--- src/rtl/vt52_char_writer_if.sv ---
// Host byte stream into the VT52 character writer.
// Valid/ready handshake; one byte per accepting edge.
interface vt52_char_writer_if;
  logic [7:0] in_data;
  logic       in_valid;
  logic       in_ready;

  modport master (
    output in_data,
    output in_valid,
    input  in_ready
  );

  modport slave (
    input  in_data,
    input  in_valid,
    output in_ready
  );
endinterface

--- src/rtl/vt52_char_writer.sv ---
// VT52 subset interpreter writing into the shared char buffer.
// Handles cursor motion, direct addressing, erase and scroll-by-copy.
module vt52_char_writer #(
  parameter int ROWS      = 24,
  parameter int COLS      = 80,
  parameter int ROW_BITS  = 5,
  parameter int COL_BITS  = 7,
  parameter int ADDR_BITS = 11
) (
  input  logic                 clk,
  input  logic                 reset_n,
  vt52_char_writer_if.slave    in_if,
  output logic [COL_BITS-1:0]  cursor_x,
  output logic [ROW_BITS-1:0]  cursor_y,
  output logic                 buf_wr_en,
  output logic [ADDR_BITS-1:0] buf_wr_addr,
  output logic [7:0]           buf_wr_data,
  output logic [ADDR_BITS-1:0] buf_rd_addr,
  input  logic [7:0]           buf_rd_data
);

  localparam int CELLS = ROWS * COLS;
  localparam int COPY  = (ROWS - 1) * COLS;
  localparam int CW    = ADDR_BITS + 1;

  typedef enum logic [2:0] {
    S_IDLE,
    S_ESC,
    S_YROW,
    S_YCOL,
    S_CLEAR,
    S_SCROLL
  } state_t;

  state_t               state_q, state_d;
  logic [COL_BITS-1:0]  x_q, x_d;
  logic [ROW_BITS-1:0]  y_q, y_d;
  logic [7:0]           r_q, r_d;
  logic [ADDR_BITS-1:0] ptr_q, ptr_d;
  logic [ADDR_BITS-1:0] end_q, end_d;
  logic [CW-1:0]        cnt_q, cnt_d;
  logic                 wr_en_q, wr_en_d;
  logic [ADDR_BITS-1:0] wr_addr_q, wr_addr_d;
  logic [7:0]           wr_data_q, wr_data_d;
  logic [ADDR_BITS-1:0] rd_addr_q, rd_addr_d;

  logic       take;
  logic [7:0] bc;
  int         xi;
  int         yi;
  int         cur;

  function automatic int imin(input int a, input int b);
    return (a < b) ? a : b;
  endfunction

  function automatic int imax(input int a, input int b);
    return (a > b) ? a : b;
  endfunction

  assign in_if.in_ready = (state_q == S_IDLE) ||
                          (state_q == S_ESC)  ||
                          (state_q == S_YROW) ||
                          (state_q == S_YCOL);
  assign take = in_if.in_valid & in_if.in_ready;
  assign bc   = in_if.in_data - 8'h20;

  assign cursor_x    = x_q;
  assign cursor_y    = y_q;
  assign buf_wr_en   = wr_en_q;
  assign buf_wr_addr = wr_addr_q;
  assign buf_wr_data = wr_data_q;
  assign buf_rd_addr = rd_addr_q;

  always_comb begin
    state_d   = state_q;
    x_d       = x_q;
    y_d       = y_q;
    r_d       = r_q;
    ptr_d     = ptr_q;
    end_d     = end_q;
    cnt_d     = cnt_q;
    wr_en_d   = 1'b0;
    wr_addr_d = wr_addr_q;
    wr_data_d = wr_data_q;
    rd_addr_d = rd_addr_q;
    xi        = int'(x_q);
    yi        = int'(y_q);
    cur       = yi * COLS + xi;
    unique case (state_q)
      S_IDLE: if (take) begin
        if (in_if.in_data >= 8'h20 && in_if.in_data <= 8'h7E) begin
          wr_en_d   = 1'b1;
          wr_addr_d = ADDR_BITS'(cur);
          wr_data_d = in_if.in_data;
          x_d       = COL_BITS'(imin(xi + 1, COLS - 1));
        end else begin
          unique case (in_if.in_data)
            8'h0D: x_d = '0;
            8'h0A: begin
              if (yi < ROWS - 1) begin
                y_d = ROW_BITS'(yi + 1);
              end else begin
                state_d   = S_SCROLL;
                cnt_d     = '0;
                rd_addr_d = ADDR_BITS'(COLS);
              end
            end
            8'h08: x_d = COL_BITS'(imax(xi - 1, 0));
            8'h09: x_d = COL_BITS'(imin((xi | 7) + 1, COLS - 1));
            8'h1B: state_d = S_ESC;
            default: ;
          endcase
        end
      end
      S_ESC: if (take) begin
        state_d = S_IDLE;
        unique case (in_if.in_data)
          8'h41: y_d = ROW_BITS'(imax(yi - 1, 0));
          8'h42: y_d = ROW_BITS'(imin(yi + 1, ROWS - 1));
          8'h43: x_d = COL_BITS'(imin(xi + 1, COLS - 1));
          8'h44: x_d = COL_BITS'(imax(xi - 1, 0));
          8'h48: begin
            x_d = '0;
            y_d = '0;
          end
          8'h4A: begin
            state_d = S_CLEAR;
            ptr_d   = ADDR_BITS'(cur);
            end_d   = ADDR_BITS'(CELLS - 1);
          end
          8'h4B: begin
            state_d = S_CLEAR;
            ptr_d   = ADDR_BITS'(cur);
            end_d   = ADDR_BITS'(yi * COLS + COLS - 1);
          end
          8'h59: state_d = S_YROW;
          default: ;
        endcase
      end
      S_YROW: if (take) begin
        r_d     = bc;
        state_d = S_YCOL;
      end
      S_YCOL: if (take) begin
        y_d     = ROW_BITS'(imin(int'(r_q), ROWS - 1));
        x_d     = COL_BITS'(imin(int'(bc), COLS - 1));
        state_d = S_IDLE;
      end
      S_CLEAR: begin
        wr_en_d   = 1'b1;
        wr_addr_d = ptr_q;
        wr_data_d = 8'h20;
        ptr_d     = ptr_q + ADDR_BITS'(1);
        if (ptr_q == end_q) state_d = S_IDLE;
      end
      S_SCROLL: begin
        // read runs one word ahead; write lands on cnt-1
        if (int'(cnt_q) + 1 < COPY)
          rd_addr_d = ADDR_BITS'(COLS + int'(cnt_q) + 1);
        if (cnt_q >= CW'(1)) begin
          wr_en_d   = 1'b1;
          wr_addr_d = ADDR_BITS'(cnt_q - CW'(1));
          wr_data_d = (cnt_q <= CW'(COPY)) ? buf_rd_data : 8'h20;
        end
        cnt_d = cnt_q + CW'(1);
        if (cnt_q == CW'(CELLS)) begin
          state_d = S_IDLE;
          y_d     = ROW_BITS'(ROWS - 1);
        end
      end
      default: state_d = S_IDLE;
    endcase
  end

  always_ff @(posedge clk) begin
    if (!reset_n) begin
      state_q   <= S_CLEAR;
      x_q       <= '0;
      y_q       <= '0;
      r_q       <= '0;
      ptr_q     <= '0;
      end_q     <= ADDR_BITS'(CELLS - 1);
      cnt_q     <= '0;
      wr_en_q   <= 1'b0;
      wr_addr_q <= '0;
      wr_data_q <= '0;
      rd_addr_q <= '0;
    end else begin
      state_q   <= state_d;
      x_q       <= x_d;
      y_q       <= y_d;
      r_q       <= r_d;
      ptr_q     <= ptr_d;
      end_q     <= end_d;
      cnt_q     <= cnt_d;
      wr_en_q   <= wr_en_d;
      wr_addr_q <= wr_addr_d;
      wr_data_q <= wr_data_d;
      rd_addr_q <= rd_addr_d;
    end
  end

endmodule
--- src/flat_wrapper.sv ---
// flat-port wrapper written by rule: the top's interface ports become plain ports
module vt52_char_writer_flat 
#(
  parameter int ROWS      = 24,
  parameter int COLS      = 80,
  parameter int ROW_BITS  = 5,
  parameter int COL_BITS  = 7,
  parameter int ADDR_BITS = 11
)
  (clk, reset_n, cursor_x, cursor_y, buf_wr_en, buf_wr_addr, buf_wr_data, buf_rd_addr, buf_rd_data, in_if_in_data, in_if_in_valid, in_if_in_ready);
  vt52_char_writer_if in_if_i ();
  input  logic clk;
  input  logic reset_n;
  output logic [COL_BITS-1:0] cursor_x;
  output logic [ROW_BITS-1:0] cursor_y;
  output logic buf_wr_en;
  output logic [ADDR_BITS-1:0] buf_wr_addr;
  output logic [7:0] buf_wr_data;
  output logic [ADDR_BITS-1:0] buf_rd_addr;
  input  logic [7:0] buf_rd_data;
  input wire logic [$bits(in_if_i.in_data)-1:0] in_if_in_data;
  input wire logic [$bits(in_if_i.in_valid)-1:0] in_if_in_valid;
  output wire logic [$bits(in_if_i.in_ready)-1:0] in_if_in_ready;
  assign in_if_i.in_data = in_if_in_data;
  assign in_if_i.in_valid = in_if_in_valid;
  assign in_if_in_ready = in_if_i.in_ready;
  vt52_char_writer #(.ROWS(ROWS), .COLS(COLS), .ROW_BITS(ROW_BITS), .COL_BITS(COL_BITS), .ADDR_BITS(ADDR_BITS)) u_core (.clk(clk), .reset_n(reset_n), .in_if(in_if_i), .cursor_x(cursor_x), .cursor_y(cursor_y), .buf_wr_en(buf_wr_en), .buf_wr_addr(buf_wr_addr), .buf_wr_data(buf_wr_data), .buf_rd_addr(buf_rd_addr), .buf_rd_data(buf_rd_data));
endmodule
--- config.mk ---
export PLATFORM = sky130hd
export DESIGN_NAME = vt52_char_writer_flat
export DESIGN_NICKNAME = d
export VERILOG_FILES = /design/src/rtl/vt52_char_writer_if.sv /design/src/rtl/vt52_char_writer.sv /design/src/flat_wrapper.sv
export SDC_FILE = /design/constraint.sdc
export NUM_CORES = 1
export LEC_CHECK = 0
export ABC_CLOCK_PERIOD_IN_PS = 2410
export BUFFER_PORTS_ARGS = -buffer_cell sky130_fd_sc_hd__buf_2
export CAP_MARGIN = 20
export CORE_UTILIZATION = 45
export CTS_BUF_LIST = sky130_fd_sc_hd__clkbuf_16
export DETAILED_ROUTE_END_ITERATION = 8
export PLACE_DENSITY = 0.66
export SKIP_CTS_REPAIR_TIMING = 1
export SYNTH_ARGS = -nofsm -noshare
export SYNTH_HDL_FRONTEND = slang
export SYNTH_SLANG_ARGS = --single-unit
--- constraint.sdc ---
create_clock -name clk -period 2.41 [get_ports clk]
set_input_delay 0.482 -clock clk [delete_from_list [all_inputs] [get_ports clk]]
set_output_delay 0.482 -clock clk [all_outputs]
set_load 0.02 [all_outputs]
==> summary.txt <==
Clock tree
  – Max H-tree Level: 3
  – Clk sinks: 84
  – CTS tree: done
  – Clk buf depth: 2
  – CTS clk-pin slew, worst paths: 0.06 ns
  – Clk_lat worst skew: between 0.3 and 0.4 ns
  – TritonCTS buffer count: 9
  – Clk Tree Root Cell: clkbuf_16

Pwr
  – Leak: approximately 3.4 nW
  – Switching share of total power: 0.241
  – Power Internal: roughly 2.5 mW
  – Clock power frac: 0.500
  – Power per cell area: a little under 400 nW/um^2
  – Sequential share of power: 0.431
  – Combinational share of power: 0.069
  – Max IR drop VDD: 0.398 mV
  – Switching power total: a little under 0.8 mW

Global routing
  – GRT Util Overall: 0.298
  – Gr ovfl total: 0
  – First-pass GRT wire length: roughly 35000 um
  – Initial antenna violation count: 1
  – Vias in the first global route: slightly below 7000
  – Largest net degree at the start of global routing: 53

Job
  – Max cap viols: 0

Synthesis
  – Synth top cells by count: dfxtp_1 (84), nor2_1 (78), a21oi_1 (67), nand2_1 (67), o21ai_0 (62)
  – Syn_nets: about 940
  – Synth area leaders: dfxtp_1 (25%), a21oi_1 (5.0%), ha_1 (4.9%), o21ai_0 (4.7%), nor2_1 (4.4%)
  – Cell area after synthesis: 6670 um^2
  – Yosys reg bits: 84
  – Async SR Flop Fraction: 0
  – Yosys top cell area share: 0.252
  – Mapped Avg Cell Area: around 7.5 um^2
  – Top cell type by total area after synthesis: dfxtp_1
  – Cells after Synth: a little under 900
  – Seq/Total Area, Yosys: 0.252
  – Top_reg_cell synth: dfxtp_1
  – Post-synthesis cell type count: 83
  – EDFF count, synth: 0
  – Yosys warnings: 0
  – Most common cell in the netlist: dfxtp_1

Finish
  – Footprint of the multi-input gates: 4640 um^2
  – Post-Layout Cell Count: approximately 1200
  – Filler cell count: between 1000 and 1500
  – Final Cell Area: 8330 um^2
  – Share of layout cells above drive strength 1: 0.242
  – NumNets Final: roughly 1100
  – Final core occ: 0.576
  – Register area: around 1700 um^2
  – Area Growth Syn to Fin: 24.9%

Placed design
  – Pre-CTS setup slack: -0.192 ns
  – Placed standard-cell area: 7920 um^2
  – HPWL after detailed placement: 16200 um
  – Cells after DPL: 1177
  – Number of port buffers: between 60 and 70
  – Placer congestion estimate: between 0.9 and 1

Floorplanning
  – Core Region: between 10000 and 15000 um^2
  – Die H: 124 um
  – Die area: around 15000 um^2
  – Die width: between 100 and 150 um
  – Row count: 44
  – I/O pins: 63
  – Starting Density: 0.461

STA
  – Worst slew pin tran: between 0.6 and 0.7 ns
  – Post-Route Skew: about 0.011 ns
  – Setup violators final: 0
  – Final slew viol count: 0
  – Fmax: ~0.42 GHz
  – Min Hold Slack: 0.459 ns
  – RSZ-0062 raised after global routing: yes
  – Crit share post-route: 0.994
  – Setup ws final: 0.0143 ns
  – Fin. Hold Viols: 0
  – Worst rel slew slack: 0.539
  – Fin crit period: about 2.4 ns

Route
  – Total Wirelength: about 22000 um
  – Vias/cell: 6.05
  – WL per Instance: 18.4 um
  – DRT antenna net count: 0
  – Vias: between 7000 and 8000
  – Drc violations: 0
  – Number of DRC markers in iteration 0: 479
  – Drt first pass iters: 7

Critical path
  – Crit path DAT: around 2.6 ns
  – CP max stage delay: 0.54 ns
  – CP Depth: 8
  – Crit-path slowest cell: or4b_4
  – Delay-heaviest family, CP: simple AND/OR/NAND/NOR gates
  – CP Cell Sequence: inv_4 > ha_4 > or3b_4 > o31a_1 > or4b_4 > a32oi_2 > a22oi_1 > o221a_2
  – Nature of the critical path startpoint: register
  – Critical path class: reg -> reg
  – Worst path buffer plus inverter count: 1
  – Crit end category: register
  – Worst r2r path cells: 8
  – Crit-path max FO: 4
  – Worst EP required: ~2.7 ns

Worst hold path
  – Hold path depth: 2
  – Worst Hold Class: reg -> reg

Outcome
  – Status: finished, final reports clean
[tightest hold or removal path, stage by stage (launching register included)]
cell,delay (ns)
dfxtp_1,0.31
nand2_1,0.05
mux2i_1,0.05
[flip-flops by register name, indices dropped and copies added (netlist names), 5 cells and up]
name	count
u_core.ptr_q	11
u_core.r_q	8
u_core.cursor_x	7
u_core.buf_wr_addr	11
u_core.cursor_y	5
u_core.buf_wr_data	8
u_core.cnt_q	12
u_core.buf_rd_addr	11
u_core.end_q	7
[final timing paths]
kind | from | slack [ns] | to
max | u_core.cursor_x[1]$_SDFFE_PN0P_ | 0.01 | u_core.cursor_x[1]$_SDFFE_PN0P_
max reg2reg | u_core.cursor_x[1]$_SDFFE_PN0P_ | 0.01 | u_core.cursor_x[1]$_SDFFE_PN0P_
min reg2reg | u_core.buf_rd_addr[5]$_SDFFE_PN0P_ | 0.46 | u_core.buf_rd_addr[5]$_SDFFE_PN0P_
min | u_core.buf_rd_addr[5]$_SDFFE_PN0P_ | 0.46 | u_core.buf_rd_addr[5]$_SDFFE_PN0P_
[logic make-up after synthesis]
kind of cell,Yosys count,share of synthesized area
and+or+nand+nor,328,0.263
AOI/OAI and AO/OA,281,0.278
buffers and inverters,104,0.0626
DFF,84,0.252
xor gates and xnor gates,50,0.0677
adders and majority gates,28,0.0548
muxes,14,0.0214
[placed cells by master (no fill, tap or decap), drive strengths merged, types with 9 or more instances in the layout]
| cell | count |
|---|---|
| a211oi | 31 |
| a21oi | 68 |
| a22oi | 11 |
| a31oi | 13 |
| and3 | 11 |
| buf | 185 |
| clkbuf | 10 |
| dfxtp | 84 |
| ha | 26 |
| inv | 27 |
| mux2i | 12 |
| nand2 | 67 |
| nand2b | 14 |
| nand3 | 42 |
| nand4 | 17 |
| nor2 | 79 |
| nor3 | 26 |
| nor4 | 11 |
| o21ai | 63 |
| o22ai | 9 |
| xnor2 | 25 |
| xor2 | 24 |
[power by group through the flow]
stage	clock, mW	sequential [mW]	combinational (mW)
6_report	1.63	1.40	0.223
5_1_grt	1.69	1.40	0.243
4_1_cts	1.63	1.40	0.220
3_5_place_dp	0	1.43	0.218
3_3_place_gp	0	1.43	0.218
2_1_floorplan	0	1.44	0.111
[through the flow]
step	setup TNS, ns	power [mW]
2_1_floorplan	-0.143	1.55
3_3_place_gp	-2.83	1.65
3_5_place_dp	-3.80	1.65
4_1_cts	-0.0336	3.25
5_1_grt	-0.100	3.34
6_report	0	3.25
[per-layer routing]
| layer | wire length (um) | GRT usage |
|---|---|---|
| met3 | 1380 | 0.0517 |
| met4 | 495 | 0.110 |
| met5 | 0 | 0 |
| met2 | 9860 | 0.468 |
| met1 | 10200 | 0.405 |
[area by class of cell]
cell class	count	share of cell area
well taps	184	0.0276
repair buffers	185	0.159
clock buffers	10	0.0300
clock inverters	6	0.0108
diodes	1	0.000300
multi-input cells	701	0.557
flip-flops and latches	84	0.204
inverters	25	0.0119
Power figures use the tool's default switching activity.
